### src/rtl/hilo_divu_pkg.sv
`default_nettype none
// ============================================================================
//  Module      : hilo_divu_pkg
//  Description : Shared constants for the HI/LO register / divide unit:
//                op encoding, FSM state encoding and default datapath width.
//  Revision    : 1.0  initial release
// ============================================================================
package hilo_divu_pkg;

    localparam int WIDTH_DEF = 32;

    localparam logic [2:0] OP_MULTU = 3'd0;
    localparam logic [2:0] OP_DIVU  = 3'd1;
    localparam logic [2:0] OP_MTHI  = 3'd2;
    localparam logic [2:0] OP_MTLO  = 3'd3;
    localparam logic [2:0] OP_DIV   = 3'd4;

    typedef enum logic [1:0] {
        ST_IDLE = 2'd0,
        ST_RUN  = 2'd1,
        ST_WB   = 2'd2
    } state_t;

endpackage : hilo_divu_pkg
`default_nettype wire

### src/rtl/hilo_divu_if.sv
`default_nettype none
// ============================================================================
//  Module      : hilo_divu_if
//  Description : Request / result bundle between the pipeline controller
//                (master) and the HI/LO divide unit (slave).
//  Revision    : 1.0  initial release
// ============================================================================
interface hilo_divu_if #(
    parameter int WIDTH = hilo_divu_pkg::WIDTH_DEF
);
    logic             start;
    logic [2:0]       op;
    logic [WIDTH-1:0] a;
    logic [WIDTH-1:0] b;
    logic [WIDTH-1:0] alu_lo;
    logic [WIDTH-1:0] alu_hi;
    logic [WIDTH-1:0] hi;
    logic [WIDTH-1:0] lo;
    logic             busy;
    logic             done;
    logic             dbz;

    modport master (
        output start, op, a, b, alu_lo, alu_hi,
        input  hi, lo, busy, done, dbz
    );

    modport slave (
        input  start, op, a, b, alu_lo, alu_hi,
        output hi, lo, busy, done, dbz
    );

endinterface : hilo_divu_if
`default_nettype wire

### src/rtl/hilo_divu_div_step.sv
`default_nettype none
// ============================================================================
//  Module      : hilo_divu_div_step
//  Description : One restoring radix-2 divide iteration. Shifts the next
//                dividend bit into the partial remainder, trial-subtracts the
//                divisor and shifts the resulting quotient bit in at the LSB.
//  Revision    : 1.0  initial release
// ============================================================================
module hilo_divu_div_step #(
    parameter int WIDTH = hilo_divu_pkg::WIDTH_DEF
) (
    input  wire logic [WIDTH:0]   rem_i,
    input  wire logic [WIDTH-1:0] quo_i,
    input  wire logic [WIDTH-1:0] dvs_i,
    output logic      [WIDTH:0]   rem_o,
    output logic      [WIDTH-1:0] quo_o
);

    logic [WIDTH:0] trial;
    logic           ge;

    // Shifted partial remainder needs WIDTH+1 bits: it can reach 2*divisor-1.
    assign trial = {rem_i[WIDTH-1:0], quo_i[WIDTH-1]};
    // A set top bit in the incoming remainder would mean the shifted value
    // overflowed WIDTH+1 bits, which is always >= any divisor.
    assign ge    = rem_i[WIDTH] | (trial >= {1'b0, dvs_i});

    // Restore (keep trial) when the subtraction would go negative.
    always_comb begin
        rem_o = trial;
        quo_o = {quo_i[WIDTH-2:0], ge};
        if (ge) begin
            rem_o = trial - {1'b0, dvs_i};
        end
    end

endmodule : hilo_divu_div_step
`default_nettype wire

### src/rtl/hilo_divu.sv
`default_nettype none
// ============================================================================
//  Module      : hilo_divu
//  Description : HI/LO result registers for the mMIPS datapath. Captures the
//                ALU product on MULTU, serves MTHI/MTLO, and performs a
//                multi-cycle restoring unsigned divide (DIVU) that writes
//                quotient to LO and remainder to HI. busy stalls the pipeline.
//                Optional macro HILO_SIGNED_DIV_EN adds signed DIV on op=4.
//  Revision    : 1.0  initial release
// ============================================================================
module hilo_divu
    import hilo_divu_pkg::*;
#(
    parameter int WIDTH = WIDTH_DEF
) (
    input  wire logic  clk,
    input  wire logic  rst_n,
    hilo_divu_if.slave bus
);

    localparam int CNT_W = $clog2(WIDTH);
    localparam logic [CNT_W-1:0] CNT_LAST = CNT_W'(WIDTH - 1);

    state_t           state_q, state_d;
    logic [WIDTH-1:0] hi_q, hi_d;
    logic [WIDTH-1:0] lo_q, lo_d;
    logic [WIDTH:0]   rem_q, rem_d;
    logic [WIDTH-1:0] quo_q, quo_d;
    logic [WIDTH-1:0] dvs_q, dvs_d;
    logic [CNT_W-1:0] cnt_q, cnt_d;
    logic             done_q, done_d;
    logic             dbz_q, dbz_d;

    logic [WIDTH:0]   step_rem;
    logic [WIDTH-1:0] step_quo;
    logic [WIDTH-1:0] a_mag;
    logic [WIDTH-1:0] b_mag;
    logic [WIDTH-1:0] quo_res;
    logic [WIDTH-1:0] rem_res;

`ifdef HILO_SIGNED_DIV_EN
    logic is_sdiv;
    logic neg_quo_q, neg_quo_d;
    logic neg_rem_q, neg_rem_d;

    // Signed divide runs on magnitudes; signs are reapplied at write-back.
    assign is_sdiv = (bus.op == OP_DIV);
    assign a_mag   = (is_sdiv && bus.a[WIDTH-1]) ? -bus.a : bus.a;
    assign b_mag   = (is_sdiv && bus.b[WIDTH-1]) ? -bus.b : bus.b;
    assign quo_res = neg_quo_q ? -quo_q : quo_q;
    assign rem_res = neg_rem_q ? -rem_q[WIDTH-1:0] : rem_q[WIDTH-1:0];
`else
    assign a_mag   = bus.a;
    assign b_mag   = bus.b;
    assign quo_res = quo_q;
    assign rem_res = rem_q[WIDTH-1:0];
`endif

    hilo_divu_div_step #(
        .WIDTH (WIDTH)
    ) u_div_step (
        .rem_i (rem_q),
        .quo_i (quo_q),
        .dvs_i (dvs_q),
        .rem_o (step_rem),
        .quo_o (step_quo)
    );

    // State and datapath registers; reset abandons any divide in flight.
    always_ff @(posedge clk) begin
        if (!rst_n) begin
            state_q   <= ST_IDLE;
            hi_q      <= '0;
            lo_q      <= '0;
            rem_q     <= '0;
            quo_q     <= '0;
            dvs_q     <= '0;
            cnt_q     <= '0;
            done_q    <= 1'b0;
            dbz_q     <= 1'b0;
`ifdef HILO_SIGNED_DIV_EN
            neg_quo_q <= 1'b0;
            neg_rem_q <= 1'b0;
`endif
        end else begin
            state_q   <= state_d;
            hi_q      <= hi_d;
            lo_q      <= lo_d;
            rem_q     <= rem_d;
            quo_q     <= quo_d;
            dvs_q     <= dvs_d;
            cnt_q     <= cnt_d;
            done_q    <= done_d;
            dbz_q     <= dbz_d;
`ifdef HILO_SIGNED_DIV_EN
            neg_quo_q <= neg_quo_d;
            neg_rem_q <= neg_rem_d;
`endif
        end
    end

    // Next-state logic: op dispatch in IDLE, one quotient bit per RUN cycle,
    // result write-back in WB.
    always_comb begin
        state_d   = state_q;
        hi_d      = hi_q;
        lo_d      = lo_q;
        rem_d     = rem_q;
        quo_d     = quo_q;
        dvs_d     = dvs_q;
        cnt_d     = cnt_q;
        done_d    = 1'b0;
        dbz_d     = dbz_q;
`ifdef HILO_SIGNED_DIV_EN
        neg_quo_d = neg_quo_q;
        neg_rem_d = neg_rem_q;
`endif
        case (state_q)
            ST_IDLE: begin
                if (bus.start) begin
                    case (bus.op)
                        OP_MULTU: begin
                            hi_d  = bus.alu_hi;
                            lo_d  = bus.alu_lo;
                            dbz_d = 1'b0;
                        end
                        OP_MTHI: begin
                            hi_d  = bus.a;
                            dbz_d = 1'b0;
                        end
                        OP_MTLO: begin
                            lo_d  = bus.a;
                            dbz_d = 1'b0;
                        end
`ifdef HILO_SIGNED_DIV_EN
                        OP_DIVU, OP_DIV: begin
`else
                        OP_DIVU: begin
`endif
                            if (bus.b == '0) begin
                                // Divide by zero resolves immediately.
                                lo_d   = '1;
                                hi_d   = bus.a;
                                dbz_d  = 1'b1;
                                done_d = 1'b1;
                            end else begin
                                quo_d   = a_mag;
                                dvs_d   = b_mag;
                                rem_d   = '0;
                                cnt_d   = '0;
                                dbz_d   = 1'b0;
                                state_d = ST_RUN;
`ifdef HILO_SIGNED_DIV_EN
                                neg_quo_d = is_sdiv & (bus.a[WIDTH-1] ^ bus.b[WIDTH-1]);
                                neg_rem_d = is_sdiv & bus.a[WIDTH-1];
`endif
                            end
                        end
                        default: ;
                    endcase
                end
            end
            ST_RUN: begin
                rem_d = step_rem;
                quo_d = step_quo;
                cnt_d = cnt_q + CNT_W'(1);
                if (cnt_q == CNT_LAST) begin
                    state_d = ST_WB;
                end
            end
            ST_WB: begin
                lo_d    = quo_res;
                hi_d    = rem_res;
                done_d  = 1'b1;
                state_d = ST_IDLE;
            end
            default: begin
                state_d = ST_IDLE;
            end
        endcase
    end

    assign bus.hi   = hi_q;
    assign bus.lo   = lo_q;
    assign bus.busy = (state_q != ST_IDLE);
    assign bus.done = done_q;
    assign bus.dbz  = dbz_q;

endmodule : hilo_divu
`default_nettype wire

### src/flat_wrapper.sv
// flat-port wrapper written by rule: the top's interface ports become plain ports
module hilo_divu_flat import hilo_divu_pkg::*;
#(
    parameter int WIDTH = WIDTH_DEF
)
  (clk, rst_n, bus_start, bus_op, bus_a, bus_b, bus_alu_lo, bus_alu_hi, bus_hi, bus_lo, bus_busy, bus_done, bus_dbz);
  hilo_divu_if #(.WIDTH(WIDTH)) bus_i ();
  input  wire logic clk;
  input  wire logic rst_n;
  input wire logic [$bits(bus_i.start)-1:0] bus_start;
  input wire logic [$bits(bus_i.op)-1:0] bus_op;
  input wire logic [$bits(bus_i.a)-1:0] bus_a;
  input wire logic [$bits(bus_i.b)-1:0] bus_b;
  input wire logic [$bits(bus_i.alu_lo)-1:0] bus_alu_lo;
  input wire logic [$bits(bus_i.alu_hi)-1:0] bus_alu_hi;
  output wire logic [$bits(bus_i.hi)-1:0] bus_hi;
  output wire logic [$bits(bus_i.lo)-1:0] bus_lo;
  output wire logic [$bits(bus_i.busy)-1:0] bus_busy;
  output wire logic [$bits(bus_i.done)-1:0] bus_done;
  output wire logic [$bits(bus_i.dbz)-1:0] bus_dbz;
  assign bus_i.start = bus_start;
  assign bus_i.op = bus_op;
  assign bus_i.a = bus_a;
  assign bus_i.b = bus_b;
  assign bus_i.alu_lo = bus_alu_lo;
  assign bus_i.alu_hi = bus_alu_hi;
  assign bus_hi = bus_i.hi;
  assign bus_lo = bus_i.lo;
  assign bus_busy = bus_i.busy;
  assign bus_done = bus_i.done;
  assign bus_dbz = bus_i.dbz;
  hilo_divu #(.WIDTH(WIDTH)) u_core (.clk(clk), .rst_n(rst_n), .bus(bus_i));
endmodule
### config.mk
export PLATFORM = sky130hd
export DESIGN_NAME = hilo_divu_flat
export DESIGN_NICKNAME = d
export VERILOG_FILES = /design/src/rtl/hilo_divu_pkg.sv /design/src/rtl/hilo_divu_if.sv /design/src/rtl/hilo_divu_div_step.sv /design/src/rtl/hilo_divu.sv /design/src/flat_wrapper.sv
export SDC_FILE = /design/constraint.sdc
export NUM_CORES = 1
export LEC_CHECK = 0
export CAP_MARGIN = 20
export CORE_AREA = 10 10 148 150
export CTS_BUF_LIST = sky130_fd_sc_hd__clkbuf_4
export CTS_CLUSTER_SIZE = 30
export DETAILED_ROUTE_END_ITERATION = 12
export DIE_AREA = 0 0 158 160
export HOLD_SLACK_MARGIN = 0.1
export PLACE_DENSITY = 0.77
export SETUP_SLACK_MARGIN = 0.2
export SLEW_MARGIN = 10
export SYNTH_ARGS = -nofsm -noshare
export SYNTH_HDL_FRONTEND = slang
export SYNTH_SLANG_ARGS = --single-unit
### constraint.sdc
create_clock -name clk -period 3.95 [get_ports clk]
set_clock_uncertainty 0.1 [all_clocks]
set_input_delay 0.79 -clock clk [delete_from_list [all_inputs] [get_ports clk]]
set_output_delay 0.79 -clock clk [all_outputs]
set_load 0.03 [all_outputs]
# After elaboration in Yosys (flattened, before gate mapping)

Cells that the tools add are included.

$lt $le $gt $ge: 1
Muxes and demuxes: 31
Bitwise logic cells: 2
Add/sub/neg operators: 2
Eq/ne operators: 13
Reduce and logical (&&, ||, !) cells: 14

Operators with widths:

| cell                                                                    | number |
|---|---|
| 32-bit 2-to-1 mux                                                       | 7 |
| 32-bit one-hot mux with 2 select lines                                  | 3 |
| 32-bit one-hot mux with 3 select lines                                  | 2 |
| 33-bit 2-to-1 mux                                                       | 4 |
| 33-bit one-hot mux with 2 select lines                                  | 1 |
| 33-bit by 32-bit greater-or-equal comparator with 1-bit output          | 1 |
| 33-bit by 32-bit subtractor with 33-bit output                          | 1 |
| 32-bit zero test                                                        | 1 |
| 4-bit AND reduction                                                     | 5 |
| 5-bit 2-to-1 mux                                                        | 3 |
| 5-bit one-hot mux with 2 select lines                                   | 1 |
| 2-bit 2-to-1 mux                                                        | 4 |
| 4-bit inequality test, second input constant                            | 2 |
| 2-bit nonzero test                                                      | 4 |
| 3-bit by 2-bit == test with 1-bit output, second input constant         | 2 |
| 2-bit inequality test, second input constant                            | 3 |
| 5-bit by 1-bit adder with 5-bit output, second input constant           | 1 |
| 5-bit == test, second input constant                                    | 1 |
| 1-bit one-hot mux with 2 select lines                                   | 2 |
| 2-bit one-hot mux with 2 select lines                                   | 1 |
| 3-bit by 1-bit == test with 1-bit output, second input constant         | 1 |
| 3-bit zero test                                                         | 1 |
| 1-bit 2-to-1 mux                                                        | 3 |
| 3-bit by 2-bit inequality test with 1-bit output, second input constant | 1 |
| other kinds (8)                                                         | 8 |

Register bits after elaboration: 170
Output and inout bits: 67
Input bits: 134
Logic and storage cells: 72

# Depth between registers and ports, before layout

Depth in word-level cells: 5
Gate-level depth with buffers: 12
Gate-level depth less buffers: 11

# Modules after synthesis

A second synthesis with hierarchy kept.

Cell total of the unflattened synthesis: 1406
Area, all modules: 11028.1 µm²

By module, submodules not included:

| module             | times used | seq. area each (µm²) | area an instance (µm²) | cells each |
|---|---|---|---|---|
| hilo_divu          | 1          | 3403.3               | 8546.9                 | 1044 |
| hilo_divu_div_step | 1          | 0.0                  | 2481.1                 | 362 |

# Worst setup path after synthesis

Ideal clock, no wire load.

Kind: reg-to-reg
From: register u_core.quo_q[31]
To: register u_core.rem_q[30]
Data required time: 3.728 ns
Arrival: 2.295 ns
Clock period less this slack: 2.517 ns
Library setup time: 0.122 ns
Cell stages (with the launch flop): 12
Path slack: 1.433 ns
Buffers on the path: 0
Path through: dfxtp_1 -> inv_1 -> ha_1 -> fa_1 -> nor2b_1 -> o2111ai_1 -> a31o_1 -> a211oi_2 -> o221ai_1 -> o21ai_0 -> xnor2_1 -> o21ai_1

Cells in the longest elaborated chain, start to end: 4
Elaborated cells between the ends (all ways): 5
Classes of those cells: add/sub (1); order compare (1); mux (2); bitwise (1)

Ends and longest elaborated chain:

| item                                                           | RTL line                 | RTL |
|---|---|---|
| start, declared                                                | hilo_divu.sv:28          | `logic [WIDTH-1:0] quo_q, quo_d;` |
| start signal, assigned                                         | hilo_divu.sv:90          | `quo_q <= quo_d;` |
| 33-bit by 32-bit greater-or-equal comparator with 1-bit output | hilo_divu_div_step.sv:26 | `assign ge = rem_i[WIDTH] \| (trial >= {1'b0, dvs_i});` |
| 1-bit OR                                                       | hilo_divu_div_step.sv:26 |  |
| 33-bit 2-to-1 mux *                                            | hilo_divu_div_step.sv:32 | `if (ge) begin` |
| 33-bit one-hot mux with 2 select lines *                       | hilo_divu.sv:118         | `case (state_q)` |
| end signal, assigned                                           | hilo_divu.sv:89          | `rem_q <= rem_d;` |
| end, declared                                                  | hilo_divu.sv:27          | `logic [WIDTH:0] rem_q, rem_d;` |

Mark *: on every way between the ends. The rest lies on a longest branch, timed or not.
A chain may end at the register's enable or synchronous reset.

# Worst setup path after layout

From: register u_core.dvs_q[6]
To: register u_core.rem_q[25]

Cells in the longest elaborated chain, start to end: 4
Elaborated cells between the ends (all ways): 5
Classes of those cells: add/sub (1); order compare (1); mux (2); bitwise (1)

Ends and longest elaborated chain:

| item                                                           | RTL line                 | RTL |
|---|---|---|
| start, declared                                                | hilo_divu.sv:29          | `logic [WIDTH-1:0] dvs_q, dvs_d;` |
| start signal, assigned                                         | hilo_divu.sv:91          | `dvs_q <= dvs_d;` |
| 33-bit by 32-bit greater-or-equal comparator with 1-bit output | hilo_divu_div_step.sv:26 |  |
| 1-bit OR                                                       | hilo_divu_div_step.sv:26 |  |
| 33-bit 2-to-1 mux *                                            | hilo_divu_div_step.sv:32 |  |
| 33-bit one-hot mux with 2 select lines *                       | hilo_divu.sv:118         |  |

Marked as above.

==> impl_metrics.py <==
metrics = {
    "outcome": {
        "status": "complete, no violations",
    },
    "worst_setup_path": {
        "crit_chain": "inv_1, ha_1, a21o_1, and3_1, o21ba_1, o21ai_0, nand2_1, o21ai_4, buf_4, nand2b_4, o21ai_1",
        "endpoint": "u_core.rem_q[25]",
        "cpPeakStageDelay_ps": 420,
        "cp_slowest_cell": "buf_4",
        "crit_family": "compound AO/OA/AOI/OAI gates",
        "end_kind": "register",
        "r2r_cells": 11,
        "startpoint_type": "register",
        "r2r_start": "u_core.dvs_q[6]",
        "worstSetupPathDepth": 11,
        "rr_endpoint": "u_core.rem_q[25]",
        "arrival_ps": 3490,
        "worst-path-buf-inv": 2,
        "rrSetupSlack_ps": 810,
        "crit_fanout": 35,
        "worstSetupPathType": "register to register",
        "startpoint": "u_core.dvs_q[6]",
        "required_ps": 4300,
    },
    "synthesis": {
        "yosysTopAreaCellShare_pct": 36.0,
        "ys_warn_count": 0,
        "synth_top_family_by_area": "compound AO/OA/AOI/OAI gates",
        "ys_ff_latch": 170,
        "ys_types": 64,
        "postSynthAreaPerCell_um2": 8.06,
        "synth-xor-area-share_pct": 2.78,
        "ys.flop_type": "dfxtp_1",
        "synth_adder_area_share_pct": 4.71,
        "synth_async_sr_flop_share_pct": 0,
        "yosysTopAreaCell": "dfxtp_1",
        "synthCells": 1174,
        "synth_compound_area_share_pct": 26.2,
        "synth_edf_count": 0,
        "synth-seq-area-share_pct": 36.0,
        "syn_area_um2": 9460,
        "synth_fp_nets": 1343,
        "synth.area.mux_share_pct": 5.32,
        "synth_simple_gate_area_share_pct": 19.0,
        "yosys-top-cells-area": "dfxtp_1, nand2_1, a21oi_1, mux2i_1, o211ai_1",
    },
    "placed_design": {
        "post-place-cells": 1531,
        "io_buffers": 200,
        "dpl-instance-area_um2": 11600,
        "dpl.hpwl_um": 21700,
        "routabilityCongestion": 0.927,
        "dp_slack_ps": 411,
    },
    "cells_and_area": {
        "register_area_um2": 3400,
        "nFillCells": 1718,
        "final_cell_mix": "nand2_1, clkdlybuf4s50_1, dfxtp_1",
        "mostFrequentLayoutCell": "nand2_1",
        "fin_cells": 1562,
        "fin_area_um2": 11900,
        "drive_gt1_share_pct": 4.99,
        "final_nets": 1481,
        "multi_input_comb_area_um2": 5540,
        "area.growth.synth_to_final_pct": 25.8,
    },
    "timing": {
        "slew_violations": 0,
        "fin_crit_ps": 3140,
        "finalCritPeriodShare_pct": 79.5,
        "tightest_slew_ps": 1030,
        "fmax_mhz": 318,
        "rsz0062_at_grt": "no",
        "max-slew-margin-rel_pct": 31.1,
        "setup_ws_ps": 809,
        "fin_setup_tns_ps": 0,
        "hold_violations": 0,
        "finalSetupViolCount": 0,
    },
    "clock_network": {
        "clock_path_buffers": 2,
        "clk_pin_slew_worst_paths_ps": 130,
        "cts_sinks": 170,
        "cts.repair.resized": 0,
        "post_cts_buffers": 0,
        "cts_made_buffers": 17,
        "htree_levels": 4,
        "ctsRootBufferMaster": "clkbuf_4",
        "clkLatencyLatePin_ps": 570,
        "cts_tree": "yes",
        "ctsHoldBuffers": 0,
    },
    "grt": {
        "grt_pass1_wl_um": 46000,
        "grt_pass1_vias": 8624,
        "grt-ovfl-total": 0,
        "grt_max_degree": 96,
        "antenna_found_initial": 1,
        "grt_use_total_pct": 22.2,
    },
    "worst_hold_path": {
        "hold_depth": 2,
        "hold_path.class": "register to register",
    },
    "run": {
        "cap_violations": 0,
    },
    "floorplanning": {
        "die-area_um2": 25300,
        "io_pins": 201,
        "start_util_pct": 49.6,
        "row_count": 51,
        "fp.coreArea_um2": 19100,
        "die_height_um": 160,
        "die_w_um": 158,
    },
    "routing": {
        "dr_total_vias": 9194,
        "drt_wl_total_um": 29400,
        "viasPerCell": 5.89,
        "antenna_left": 0,
        "initialDrtViolationCount": 683,
        "firstDrtPassIters": 7,
        "wl_per_cell_um": 18.9,
        "post-route-drc-count": 0,
    },
    "power": {
        "power.density_nw_per_um2": 404,
        "vdd_drop_max_v": 0.000252,
        "total_power_uw": 4800,
        "p_leak_uw": 0.00433,
    },
}
## Yosys cell counts (all sizes together), types with 3 or more instances
library cell	number
nand2	206
o2111ai	3
o21a	9
and3	7
nand2b	6
nand4	9
or3	4
o21ai	47
xor2	14
ha	34
a31oi	7
clkbuf	71
a32oi	15
nor2	86
nor3	6
a211o	3
a21o	16
xnor2	16
nor2b	10
o211ai	64
nand3b	31
inv	39
dfxtp	170
a211oi	4
a21oi	105
and4	3
o21bai	4
nor4	8
a22oi	3
a222oi	31
a311oi	34
buf	27
mux2i	48
nand3	11
## flip-flops by register name, indices dropped and copies added, names as in the netlist
register	count
u_core.bus.dbz	1
u_core.bus.done	1
u_core.bus.hi	32
u_core.bus.lo	32
u_core.cnt_q	5
u_core.dvs_q	32
u_core.quo_q	32
u_core.rem_q	33
u_core.state_q	2
## routing by layer
metal | up-vias | GRT usage, % | wire length, um
met5 | - | 0 | 0
met1 | 4260 | 30.1 | 13400
li1 | 4564 | - | -
met3 | 32 | 3.76 | 1840
met4 | 0 | 5.69 | 439
met2 | 338 | 35.6 | 13800
## worst register-to-register path: stages, from the launching register on
cell,delay (ps)
dfxtp_1,370
inv_1,50
ha_1,350
a21o_1,210
and3_1,210
o21ba_1,210
o21ai_0,330
nand2_1,160
o21ai_4,160
buf_4,420
nand2b_4,350
o21ai_1,110
## layout make-up
type | instances | share of cell area [%]
diodes | 1 | 0.0210
clock buffers | 20 | 1.26
clock inverters | 10 | 1.27
inverters | 39 | 1.25
multi-input cells | 867 | 46.6
flip-flops and latches | 170 | 28.6
well taps | 238 | 2.50
repair buffers | 217 | 18.5
## where the power goes
group          internal (uW)  switching (uW)  leakage (uW)  total [uW]
clock network            510             593      0.000166        1100
registers               1790            62.2       0.00138        1850
logic                    838            1010       0.00279        1850
total                   3140            1670       0.00433        4800
## worst min path at each step
stage / startpoint / end / slack (ps)
after floorplan: u_core.dvs_q[10] / u_core.dvs_q[10] / 340
after global placement: u_core.bus.hi[4] / u_core.bus.hi[4] / 340
after detailed placement: u_core.bus.hi[24] / u_core.bus.hi[24] / 350
after CTS: u_core.bus.hi[24] / u_core.bus.hi[24] / 360
after global routing: u_core.bus.hi[7] / u_core.bus.hi[7] / 380
final: u_core.dvs_q[11] / u_core.dvs_q[11] / 360
## cell families (layout without fill, tap and decap cells)
kind of cell,after synthesis,in the layout
flip-flops,170,170
other,0,1
AND/OR/NAND/NOR,395,395
multiplexers,50,50
buffers and inverters,137,286
adder cells (fa/ha/maj),35,35
AO/OA/AOI/OAI,357,357
XOR/XNOR,30,30
## per-stage QoR
stage / hold slack, ps / util (%)
global placement: 341 / 60.7
CTS: 364 / 62.3
global route: 381 / 62.3
floorplan: 336 / -
finish: 363 / 62.3
detailed placement: 346 / 60.8
Power figures use the tool's default switching activity.
